File: src/rtl/uart_pkg.sv
// Shared UART definitions for the SnakeWars board-to-board link (rx today, tx later).
package uart_pkg;
  typedef enum logic [2:0] {IDLE, START, DATA, STOP, BREAK} uart_rx_state_e;

  localparam int UART_CLK_FREQ   = 75_000_000;
  localparam int UART_BAUD       = 115_200;
  localparam int UART_OVERSAMPLE = 16;

  // Clocks per oversample tick, rounded to nearest.
  function automatic int uart_tick_div(input int clk_freq, input int baud);
    return (clk_freq + baud * UART_OVERSAMPLE / 2) / (baud * UART_OVERSAMPLE);
  endfunction
endpackage

File: src/rtl/uart_link_rx_if.sv
// Byte handshake from the UART receiver to the game link layer, plus error pulses.
interface uart_link_rx_if;
  logic [7:0] rx_data;
  logic       rx_valid;
  logic       rx_ready;
  logic       frame_err;
  logic       overrun;

  modport master (output rx_data, rx_valid, frame_err, overrun, input rx_ready);
  modport slave  (input rx_data, rx_valid, frame_err, overrun, output rx_ready);
endinterface

File: src/rtl/uart_baud_tick.sv
// Free-running divider: one-cycle tick every DIV clocks. Never re-phased.
module uart_baud_tick #(
  parameter int DIV = 41
) (
  input  logic clk,
  input  logic rst,
  output logic tick
);
  localparam int W = (DIV > 1) ? $clog2(DIV) : 1;

  logic [W-1:0] cnt_q, cnt_d;

  always_comb begin
    tick  = (cnt_q == W'(DIV - 1));
    cnt_d = tick ? '0 : cnt_q + 1'b1;
  end

  always_ff @(posedge clk) begin
    if (rst) cnt_q <= '0;
    else     cnt_q <= cnt_d;
  end
endmodule

File: src/rtl/uart_link_rx.sv
// 8N1 UART receiver, 16x oversampling, mid-bit sampling, valid/ready byte output.
module uart_link_rx
  import uart_pkg::*;
#(
  parameter int CLK_FREQ = UART_CLK_FREQ,
  parameter int BAUD     = UART_BAUD
) (
  input  logic           clk,
  input  logic           rst,
  input  logic           rx,
  uart_link_rx_if.master link
);
  localparam int TICK_DIV = uart_tick_div(CLK_FREQ, BAUD);

  (* ASYNC_REG = "TRUE" *) logic rx_meta_q;
  (* ASYNC_REG = "TRUE" *) logic rx_s_q;

  logic           tick;
  uart_rx_state_e state_q, state_d;
  logic [3:0]     os_cnt_q, os_cnt_d;
  logic [2:0]     bit_cnt_q, bit_cnt_d;
  logic [7:0]     shreg_q, shreg_d;
  logic [7:0]     data_q, data_d;
  logic           valid_q, valid_d;
  logic           frame_err_q, frame_err_d;
  logic           overrun_q, overrun_d;
  logic           deliver;

  uart_baud_tick #(.DIV(TICK_DIV)) u_tick (
    .clk  (clk),
    .rst  (rst),
    .tick (tick)
  );

  always_comb begin
    state_d     = state_q;
    os_cnt_d    = os_cnt_q;
    bit_cnt_d   = bit_cnt_q;
    shreg_d     = shreg_q;
    data_d      = data_q;
    valid_d     = valid_q;
    frame_err_d = 1'b0;
    overrun_d   = 1'b0;
    deliver     = 1'b0;

    if (valid_q && link.rx_ready) valid_d = 1'b0;

    if (tick) begin
      os_cnt_d = os_cnt_q + 4'd1;
      case (state_q)
        IDLE: begin
          os_cnt_d = '0;
          if (!rx_s_q) state_d = START;
        end
        // Start bit re-checked at mid-bit so short glitches fall back to IDLE.
        START: if (os_cnt_q == 4'd7) begin
          os_cnt_d  = '0;
          bit_cnt_d = '0;
          state_d   = rx_s_q ? IDLE : DATA;
        end
        DATA: if (os_cnt_q == 4'd15) begin
          shreg_d   = {rx_s_q, shreg_q[7:1]};
          bit_cnt_d = bit_cnt_q + 3'd1;
          if (bit_cnt_q == 3'd7) begin
            state_d  = STOP;
            os_cnt_d = '0;
          end
        end
        STOP: if (os_cnt_q == 4'd15) begin
          if (rx_s_q) begin
            deliver = 1'b1;
            state_d = IDLE;
          end else begin
            frame_err_d = 1'b1;
            state_d     = BREAK;
          end
        end
        BREAK: begin
          os_cnt_d = '0;
          if (rx_s_q) state_d = IDLE;
        end
        default: state_d = IDLE;
      endcase
    end

    // A byte accepted this cycle frees the register for the new one.
    if (deliver) begin
      if (!valid_q || link.rx_ready) begin
        data_d  = shreg_q;
        valid_d = 1'b1;
      end else begin
        overrun_d = 1'b1;
      end
    end
  end

  always_ff @(posedge clk) begin
    if (rst) begin
      rx_meta_q   <= 1'b1;
      rx_s_q      <= 1'b1;
      state_q     <= IDLE;
      os_cnt_q    <= '0;
      bit_cnt_q   <= '0;
      shreg_q     <= '0;
      data_q      <= '0;
      valid_q     <= 1'b0;
      frame_err_q <= 1'b0;
      overrun_q   <= 1'b0;
    end else begin
      rx_meta_q   <= rx;
      rx_s_q      <= rx_meta_q;
      state_q     <= state_d;
      os_cnt_q    <= os_cnt_d;
      bit_cnt_q   <= bit_cnt_d;
      shreg_q     <= shreg_d;
      data_q      <= data_d;
      valid_q     <= valid_d;
      frame_err_q <= frame_err_d;
      overrun_q   <= overrun_d;
    end
  end

  assign link.rx_data   = data_q;
  assign link.rx_valid  = valid_q;
  assign link.frame_err = frame_err_q;
  assign link.overrun   = overrun_q;
endmodule

File: src/flat_wrapper.sv
// flat-port wrapper written by rule: the top's interface ports become plain ports
module uart_link_rx_flat import uart_pkg::*;
#(
  parameter int CLK_FREQ = UART_CLK_FREQ,
  parameter int BAUD     = UART_BAUD
)
  (clk, rst, rx, link_rx_data, link_rx_valid, link_frame_err, link_overrun, link_rx_ready);
  uart_link_rx_if link_i ();
  input  logic clk;
  input  logic rst;
  input  logic rx;
  output wire logic [$bits(link_i.rx_data)-1:0] link_rx_data;
  output wire logic [$bits(link_i.rx_valid)-1:0] link_rx_valid;
  output wire logic [$bits(link_i.frame_err)-1:0] link_frame_err;
  output wire logic [$bits(link_i.overrun)-1:0] link_overrun;
  input wire logic [$bits(link_i.rx_ready)-1:0] link_rx_ready;
  assign link_rx_data = link_i.rx_data;
  assign link_rx_valid = link_i.rx_valid;
  assign link_frame_err = link_i.frame_err;
  assign link_overrun = link_i.overrun;
  assign link_i.rx_ready = link_rx_ready;
  uart_link_rx #(.CLK_FREQ(CLK_FREQ), .BAUD(BAUD)) u_core (.clk(clk), .rst(rst), .rx(rx), .link(link_i));
endmodule
File: config.mk
export PLATFORM = sky130hd
export DESIGN_NAME = uart_link_rx_flat
export DESIGN_NICKNAME = d
export VERILOG_FILES = /design/src/rtl/uart_pkg.sv /design/src/rtl/uart_link_rx_if.sv /design/src/rtl/uart_baud_tick.sv /design/src/rtl/uart_link_rx.sv /design/src/flat_wrapper.sv
export SDC_FILE = /design/constraint.sdc
export NUM_CORES = 1
export LEC_CHECK = 0
export CORE_UTILIZATION = 58
export CTS_BUF_LIST = sky130_fd_sc_hd__clkbuf_2 sky130_fd_sc_hd__clkbuf_4 sky130_fd_sc_hd__clkbuf_8
export DETAILED_ROUTE_END_ITERATION = 8
export PLACE_DENSITY = 0.89
export SYNTH_ARGS = -nofsm -noshare
export SYNTH_HDL_FRONTEND = slang
export SYNTH_HIERARCHICAL = 1
export SYNTH_SLANG_ARGS = --single-unit
File: constraint.sdc
create_clock -name clk -period 2.2 [get_ports clk]
set_input_delay 0.44 -clock clk [delete_from_list [all_inputs] [get_ports clk]]
set_output_delay 0.44 -clock clk [all_outputs]
set_load 0.005 [all_outputs]
==> impl_metrics.json, run 1 <==
{
  "htree_levels": 2,
  "fin_crit_sh": 0.926,
  "skew_ns": 0.00982,
  "synth-seq-cells": 37,
  "cp.required_ns": 2.44,
  "worst-path-stages": 8,
  "rrSetupSlack_ns": 0.16,
  "cts_tree": "yes",
  "multiInputGateArea_um2": 818,
  "syn_inst": 171,
  "firstDrtPassIters": 4,
  "rows": 18,
  "cts_buffers": 5,
  "layout-drive-gt1-share": 0.103,
  "ant_nets": 0,
  "synth-edff-count": 0,
  "grt_pass1_wl_um": 4770,
  "synth_area_um2": 1620,
  "antenna_cells": 0,
  "grt_use_total": 0.238,
  "regArea_um2": 741,
  "synth.distinct_cells": 42,
  "port_buffers": 14,
  "final-max-slew-violation-count": 0,
  "tns_ns": 0,
  "worstSetupStartpointType": "flop",
  "yosysWarnings": 6,
  "dieArea_um2": 3010,
  "critPathCaptureType": "flop",
  "setup.worst_path.end": "u_core/link.rx_data[5]",
  "seq_area_frac_synth": 0.457,
  "hold_viol_final": 0,
  "max_freq_ghz": 0.491,
  "cts.sinks": 37,
  "timing.critical_path.buf_inv": 2,
  "status": "finished clean",
  "hold_path.class": "reg2reg",
  "routed_wl_um": 3130,
  "hpwl_um": 2100,
  "peakVddDrop_mv": 0.698,
  "final_common_cell": "dfxtp_1",
  "fin_crit_ns": 2.04,
  "r2r-start": "u_core/u_tick/cnt_q[0]",
  "synth_ff_type": "dfxtp_1",
  "grt_pass1_vias": 1058,
  "timing.rr.end": "u_core/link.rx_data[5]",
  "rsz0062_at_grt": "no",
  "nets": 192,
  "routed_via_density": 5.89,
  "syn_nets": 180,
  "crit_path_top_delay_cell": "dfxtp_1",
  "synth_area_per_cell_um2": 9.48,
  "crit_chain": "inv_1, ha_1, and4_4, nand4_1, nor4b_2, buf_4, mux2i_2, nor2_1",
  "globalplace.congestion": 0.834,
  "pin_count": 15,
  "crit_type": "reg2reg",
  "core_um2": 2570,
  "clockRootBuffer": "clkbuf_4",
  "initial_core_util": 0.631,
  "clk_pin_slew_ns": 0.11,
  "cap_violations": 0,
  "fillers": 185,
  "grt_start_max_net_pins": 34,
  "critPathTopFamily": "simple AND/OR/NAND/NOR gates",
  "grt-ovfl-total": 0,
  "tightest_slew_ns": 0.524,
  "die_h_um": 54.9,
  "routedWlPerCell_um": 14.6,
  "antenna_found_initial": 0,
  "drc": 0,
  "vias": 1260,
  "die_w_um": 54.9,
  "final_util": 0.723,
  "final_cell_mix": "37 x dfxtp_1, 26 x nor2_1, 15 x mux2i_1",
  "leakagePower_nw": 0.692,
  "clockBufferDepth": 2,
  "setup_viol": 0,
  "cellPowerDensity_nw_per_um2": 677,
  "crit_arrival_ns": 2.28,
  "worstPathMaxFanout": 10,
  "synthArstFlopShare": 0,
  "insertion_delay_ns": 0.35,
  "cp-startpoint": "u_core/u_tick/cnt_q[0]",
  "drt_iter0_markers": 54,
  "relSlewSlack": 0.650,
  "crit_path_max_incr_delay_ns": 0.37,
  "area_delta_synth_final_pct": 14.5,
  "rr_worst_depth": 8
}
-- how the worst min path moves through the flow --
stage                     start             to  slack [ns]  cells past startpoint
3_3_place_gp   u_core/rx_meta_q  u_core/rx_s_q        0.39                      1
5_1_grt        u_core/rx_meta_q  u_core/rx_s_q        0.46                      1
2_1_floorplan  u_core/rx_meta_q  u_core/rx_s_q        0.39                      1
4_1_cts        u_core/rx_meta_q  u_core/rx_s_q        0.45                      1
6_report       u_core/rx_meta_q  u_core/rx_s_q        0.44                      1
3_5_place_dp   u_core/rx_meta_q  u_core/rx_s_q        0.42                      1
-- cells by family after synthesis --
kind of cell               share of synthesized area
AOI/OAI and AO/OA                              0.105
xor gates and xnor gates                      0.0216
adders and majority gates                     0.0386
buffers and inverters                         0.0456
DFF                                            0.457
muxes                                         0.0988
and+or+nand+nor                                0.233
-- sequential cells by signal (all words and copies together) (netlist names) --
signal                 count
u_core/bit_cnt_q           3
u_core/link.frame_err      1
u_core/link.overrun        1
u_core/link.rx_data        8
u_core/link.rx_valid       1
u_core/os_cnt_q            4
u_core/rx_meta_q           1
u_core/rx_s_q              1
u_core/shreg_q             8
u_core/state_q             3
u_core/u_tick/cnt_q        6
-- cell type report --
class / instances / share of cell area
clock inverters: 1 / 0.0162
clock buffers: 7 / 0.0317
well taps: 30 / 0.0202
multi-input cells: 119 / 0.441
repair buffers: 16 / 0.0836
flip-flops and latches: 37 / 0.399
inverters: 4 / 0.00809
-- cell usage after synthesis, types with 2 or more instances --
library cell  count  area, um^2
dfxtp_1          37         741
nor2_1           26        97.6
mux2i_1          16         160
a21oi_1           9        45.0
nand2_1           7        26.3
buf_2             5        25.0
ha_1              5        62.6
nand2b_1          5        31.3
clkbuf_1          4        15.0
inv_1             4        15.0
nand3b_1          4        30.0
nand4_1           4        25.0
o21ai_0           4        20.0
or3_1             4        25.0
nor3_1            3        15.0
or2_2             3        18.8
xor2_1            3        26.3
nand3_1           2        10.0
nor2b_1           2        12.5
o22ai_1           2        12.5
-- power breakdown --
group	leakage (nW)	internal (mW)	total, mW	switching (mW)
clock network	0.0489	0.284	0.506	0.222
registers	0.299	0.679	0.699	0.0202
logic	0.344	0.0233	0.0519	0.0286
-- per-stage QoR --
step / setup WS (ns) / total power [mW] / std cells / area [um^2] / hold slack, ns
final: 0.163 / 1.26 / 214 / 1860 / 0.441
after global routing: 0.00700 / 1.30 / 214 / 1860 / 0.464
after CTS: 0.0143 / 1.27 / 214 / 1850 / 0.445
after detailed placement: 0.0926 / 0.764 / 206 / 1760 / 0.418
after global placement: 0.242 / 0.762 / 206 / 1760 / 0.393
after floorplan: 0.346 / 0.754 / 171 / 1620 / 0.389
-- layer usage --
layer,global-route usage,vias to the layer above,wire length [um]
met2,0.384,44,1500
met1,0.279,587,1400
met4,0.150,0,81
met5,0,-,0
met3,0.0583,7,153
li1,-,622,-
-- what timing repair did --
item,CTS,global route
buffers inserted,0,0
gates resized for setup,0,3
endpoints found under the hold margin,0,0
hold buffers,0,0
endpoints found under the setup margin,0,11
Note: power is estimated with default switching activity, not from simulation.
==> inputs of run 2 (changes only) <==
--- a/config.mk
+++ b/config.mk
@@ -5,10 +5,11 @@
 export SDC_FILE = /design/constraint.sdc
 export NUM_CORES = 1
 export LEC_CHECK = 0
-export CORE_UTILIZATION = 58
+export ABC_AREA = 1
+export CORE_UTILIZATION = 59
 export CTS_BUF_LIST = sky130_fd_sc_hd__clkbuf_2 sky130_fd_sc_hd__clkbuf_4 sky130_fd_sc_hd__clkbuf_8
 export DETAILED_ROUTE_END_ITERATION = 8
-export PLACE_DENSITY = 0.89
+export PLACE_DENSITY_LB_ADDON = 0.05
 export SYNTH_ARGS = -nofsm -noshare
 export SYNTH_HDL_FRONTEND = slang
 export SYNTH_HIERARCHICAL = 1
==> run 2 against run 1 <==
- register-to-register slack improved by 0.17 ns
- synthesized cell count increased by 32%
- worst setup slack improved by 0.17 ns
- utilization increased by 2.8 points
- final area increased by 3.8%
- critical path depth increased by 3
- routed wire length increased by 9.4%
- sequential share of layout area decreased by 1.5 points
==> impl_metrics.json, run 2 <==
{
  "status": "finished clean",
  "worst_hold_slack_ns": 0.424,
  "met1_usage": 0.298,
  "ant_nets": 0,
  "setup_viol": 0,
  "synth-edff-count": 0,
  "synth_area_per_cell_um2": 7.33,
  "cap_violations": 0,
  "post-synth-top-count-cell": "nand2_1",
  "tightest_slew_ns": 0.416,
  "final_common_cell": "nand2_1",
  "post-route-cell-area_um2": 1930,
  "nets": 255,
  "netlist_top_cells_count": "51 x nand2_1, 42 x nor2_1, 37 x dfxtp_1",
  "routedWlPerCell_um": 12.4,
  "cellPowerDensity_nw_per_um2": 633,
  "peakVddDrop_mv": 0.791,
  "syn_inst": 226,
  "gr-max-usage-layer": "met2",
  "seq_area_frac_synth": 0.447,
  "critPathCaptureType": "flop",
  "max_freq_ghz": 0.535,
  "grt_pass1_vias": 1273,
  "grt-ovfl-total": 0,
  "dieArea_um2": 3020,
  "rows": 18,
  "pin_count": 15,
  "synth.distinct_cells": 25,
  "vias": 1468,
  "worstPathMaxFanout": 9,
  "crit_arrival_ns": 2.12,
  "antenna_found_initial": 0,
  "grtUsageMet3": 0.0574,
  "drc": 0,
  "routed_wl_um": 3430,
  "hold_path.class": "reg2reg",
  "layout-drive-gt1-share": 0.126,
  "cp.required_ns": 2.45,
  "antenna_cells": 0,
  "synth_area_um2": 1660,
  "cts_hold_repair.buffers": 0,
  "comb_power_share": 0.028,
  "place_area_um2": 1840,
  "grt_start_max_net_pins": 19,
  "rsz0062_at_grt": "no",
  "clockRootBuffer": "clkbuf_4",
  "hold_viol_final": 0,
  "area_delta_synth_final_pct": 16.3,
  "worstSetupStartpointType": "flop",
  "firstDrtPassIters": 4,
  "leakagePower_nw": 0.789,
  "cts.sinks": 37,
  "tns_ns": 0,
  "power_mw": 1.22,
  "drt_iter0_markers": 50,
  "synth_top_area_frac": 0.447,
  "final_cell_mix": "51 x nand2_1, 42 x nor2_1, 37 x dfxtp_1",
  "switching_share": 0.212,
  "yosysWarnings": 6,
  "die_w_um": 55.0,
  "synth_ff_type": "dfxtp_1",
  "clockBufferDepth": 2,
  "grt_use_total": 0.260,
  "fin_crit_sh": 0.850,
  "crit_type": "reg2reg",
  "fin_crit_ns": 1.87,
  "skew_ns": 0.0175,
  "die_h_um": 55.0,
  "final_util": 0.750,
  "p_sw_mw": 0.259,
  "p_int_mw": 0.961,
  "syn_nets": 235,
  "initial_core_util": 0.645,
  "post-cts-setup-buffers": 0,
  "final-max-slew-violation-count": 0,
  "grt_pass1_wl_um": 5390,
  "power.clock.fraction": 0.412,
  "synth-seq-cells": 37,
  "cts_tree": "yes",
  "relSlewSlack": 0.723,
  "cts_resized": 0,
  "port_buffers": 14,
  "synth_area_leader_cell": "dfxtp_1",
  "synthArstFlopShare": 0,
  "clk_pin_slew_ns": 0.13,
  "insertion_delay_ns": 0.36,
  "pwr-share-seq": 0.560,
  "synthTopCellsByArea": "dfxtp_1 45%, nand2_1 12%, nor2_1 9.5%",
  "routed_via_density": 5.30,
  "hpwl_um": 2450,
  "cts_buffers": 5,
  "core_um2": 2570,
  "globalplace.congestion": 0.843,
  "grt_use_met2": 0.440,
  "htree_levels": 2
}
-- run 2: cell types whose count changed in the layout (fill, tap and decap cells not counted), sizes merged, moves of 4 or more --
cell / delta
a21oi: +6
nand4: -5
nand3: +9
nand2: +46
inv: +20
o21ai: +9
nand2b: -5
or3: -4
nor2: +24
mux2i: -16
-- run 2: cell type report --
class	count	area, um^2
multi-input combinational	162	815
inverter	24	90.1
fill	205	641
tap	30	37.5
clock buffer	6	51.3
sequential	37	741
timing repair buffer	16	155
clock inverter	2	37.5
-- run 2: final timing paths --
kind	cells past startpoint	slack, ns	end	from
setup reg to reg	11	0.33	u_core/link.rx_data[3]	u_core/u_tick/cnt_q[0]
setup / recovery	11	0.33	u_core/link.rx_data[3]	u_core/u_tick/cnt_q[0]
hold reg to reg	1	0.42	u_core/rx_s_q	u_core/rx_meta_q
hold / removal	1	0.42	u_core/rx_s_q	u_core/rx_meta_q
-- run 2: cells by family (layout without fill, tap and decap cells) --
logic type                 after synthesis  count (layout)  share of synthesized area
and+or+nand+nor                        122             122                      0.323
buffers and inverters                   27              48                     0.0612
AOI/OAI and AO/OA                       31              31                      0.110
DFF                                     37              37                      0.447
adders and majority gates                5               5                     0.0378
xor gates and xnor gates                 4               4                     0.0212
-- run 2: routing by layer --
metal	wire (um)	share of wire	vias up
li1	-	-	759
met1	1560	0.45	668
met2	1690	0.49	37
met3	155	0.045	4
met4	22	0.0064	0
met5	0	0	-
-- run 2: metrics by stage --
| stage | instances | worst slack (ns) |
|---|---|---|
| after CTS | 277 | 0.328 |
| final | 277 | 0.331 |
| after floorplan | 226 | 0.440 |
| after global routing | 277 | 0.149 |
| after detailed placement | 269 | 0.364 |
| after global placement | 269 | 0.464 |
-- run 2: critical path: stages, from the launching register on --
cell and delay [ns]:
dfxtp_1 0.36, inv_1 0.08, ha_1 0.14, nand3_1 0.13, nor2_1 0.18, inv_2 0.09
nor2_2 0.15, nand3_2 0.12, nor2_4 0.19, inv_2 0.10, nor2_1 0.15, nor2_1 0.06
-- run 2: power groups by stage --
stage	Sequential, mW	Combinational [mW]	Clock (mW)
final	0.683	0.0342	0.503
after global routing	0.684	0.0388	0.537
after CTS	0.683	0.0343	0.511
after detailed placement	0.698	0.0337	0
after global placement	0.697	0.0327	0
after floorplan	0.696	0.0226	0
==> inputs of run 3 (changes only) <==
==> constraint.sdc (replaced) <==
create_clock -name clk -period 1.8 [get_ports clk]
set_input_delay 0.36 -clock clk [delete_from_list [all_inputs] [get_ports clk]]
set_output_delay 0.36 -clock clk [all_outputs]
set_load 0.005 [all_outputs]
==> run 3 against run 2 <==
- non-clock buffer count is 4 higher
- worst hold slack worse by 0.0032 ns
- global-route usage is 0.66 points lower
==> impl_metrics.json, run 3 (synthesis results as in run 2) <==
{
  "globalplace.congestion": 0.878,
  "final-max-slew-violation-count": 0,
  "antenna_cells": 0,
  "die_w_um": 55.0,
  "worstSetupStartpointType": "flop",
  "leakagePower_nw": 0.799,
  "clockRootBuffer": "clkbuf_4",
  "max_freq_ghz": 0.593,
  "wl_met2_um": 1650,
  "switching_share": 0.245,
  "drt_iter0_markers": 46,
  "wl_met3_um": 128,
  "grt_start_max_net_pins": 19,
  "post-route-cell-area_um2": 1970,
  "layout-drive-gt1-share": 0.167,
  "power_mw": 1.31,
  "hold_path.class": "reg2reg",
  "fin_crit_ns": 1.69,
  "routed_wl_um": 3570,
  "comb_power_share": 0.033,
  "pwr-share-seq": 0.635,
  "final_util": 0.767,
  "rows": 18,
  "vias": 1521,
  "peakVddDrop_mv": 0.769,
  "crit_arrival_ns": 1.96,
  "crit_type": "reg2reg",
  "clk_pin_slew_ns": 0.12,
  "met1Wirelength_um": 1720,
  "routedWlPerCell_um": 12.6,
  "fin_cells": 282,
  "relSlewSlack": 0.725,
  "htree_levels": 2,
  "nets": 260,
  "rsz0062_at_grt": "no",
  "setup_viol": 0,
  "grt_use_total": 0.253,
  "pin_count": 15,
  "power.clock.fraction": 0.332,
  "cap_violations": 0,
  "hold_viol_final": 0,
  "cts_tree": "yes",
  "final_common_cell": "nand2_1",
  "grt_pass1_vias": 1285,
  "ant_nets": 0,
  "critPathCaptureType": "flop",
  "port_buffers": 14,
  "hpwl_um": 2430,
  "multiInputGateArea_um2": 851,
  "core_um2": 2570,
  "insertion_delay_ns": 0.35,
  "skew_ns": 0.0166,
  "cts.sinks": 37,
  "cp.required_ns": 2.08,
  "clockBufferDepth": 2,
  "antenna_found_initial": 0,
  "firstDrtPassIters": 4,
  "status": "finished clean",
  "fin_crit_sh": 0.936,
  "regArea_um2": 743,
  "p_sw_mw": 0.321,
  "area_delta_synth_final_pct": 18.8,
  "initial_core_util": 0.645,
  "place_area_um2": 1850,
  "grt_pass1_wl_um": 5250,
  "p_int_mw": 0.993,
  "final_cell_mix": "51 x nand2_1, 39 x nor2_1, 35 x dfxtp_1",
  "routed_via_density": 5.39,
  "tightest_slew_ns": 0.411,
  "cts_buffers": 5,
  "drc": 0,
  "top_layer_used": "met4",
  "worstPathMaxFanout": 4,
  "die_h_um": 55.0,
  "grt-ovfl-total": 0,
  "cellPowerDensity_nw_per_um2": 668,
  "placed_cells": 270,
  "dieArea_um2": 3020,
  "fillers": 192
}
run 3: cell count changes in the layout (fill, tap and decap cells not counted), moves of 2 or more:
| cell | delta |
|---|---|
| nor2_1 | -3 |
| nor2_2 | +2 |
| clkinv_2 | +2 |
| dfxtp_1 | -2 |
| dfxtp_2 | +2 |
| buf_4 | +3 |
| nor2_4 | +2 |
run 3: worst max-delay path: stages, from the launching register on:
cell and delay (ns):
dfxtp_2 0.36, inv_1 0.08, ha_1 0.16, nand3_2 0.11, nor2_4 0.14, inv_2 0.07, nor2_4 0.13, inv_1 0.10
nor2_4 0.14, buf_4 0.14, nand2_1 0.05, a21oi_1 0.14
run 3: stage by stage:
stage | setup TNS, ns | hold WS [ns] | setup slack [ns]
final | 0 | 0.421 | 0.115
after global routing | 0 | 0.449 | 0.00281
after CTS | 0 | 0.424 | 0.00453
after detailed placement | -0.0752 | 0.399 | -0.0203
after global placement | 0 | 0.394 | 0.0879
after floorplan | 0 | 0.389 | 0.0401
run 3: final timing paths:
| kind | from | endpoint | slack [ns] | cells after the start |
|---|---|---|---|---|
| worst max register to register | u_core/u_tick/cnt_q[0] | u_core/shreg_q[7] | 0.11 | 11 |
| worst min register to register | u_core/rx_meta_q | u_core/rx_s_q | 0.42 | 1 |
| worst min-delay path | u_core/rx_meta_q | u_core/rx_s_q | 0.42 | 1 |
| worst max-delay path | u_core/u_tick/cnt_q[0] | u_core/shreg_q[7] | 0.11 | 11 |
run 3: power by group through the flow:
stage / Clock [mW] / Sequential [mW] / Combinational, mW
after floorplan: 0 / 0.851 / 0.0277
after global routing: 0.470 / 0.837 / 0.0470
after global placement: 0 / 0.852 / 0.0397
final: 0.436 / 0.835 / 0.0428
after CTS: 0.451 / 0.835 / 0.0414
after detailed placement: 0 / 0.853 / 0.0410
run 3: layout make-up:
| type | instances | share of cell area |
|---|---|---|
| tap | 30 | 0.0191 |
| inverter | 24 | 0.0470 |
| clock buffer | 5 | 0.0191 |
| timing repair buffer | 20 | 0.0960 |
| clock inverter | 3 | 0.00890 |
| sequential | 37 | 0.378 |
| multi-input combinational | 163 | 0.432 |
run 3: what timing repair did:
action	CTS	global route
cloned	1	0
hold buffers	0	0
pin swaps	2	5
endpoints found under the setup margin	16	19
setup buffers	3	0
resized for setup	1	10
run 3: per-layer routing:
metal  vias to the layer above  GRT usage
met2                        34      0.406
met1                       715      0.292
met4                         0      0.146
met3                         8     0.0847
met5                         -          0
li1                        764          -
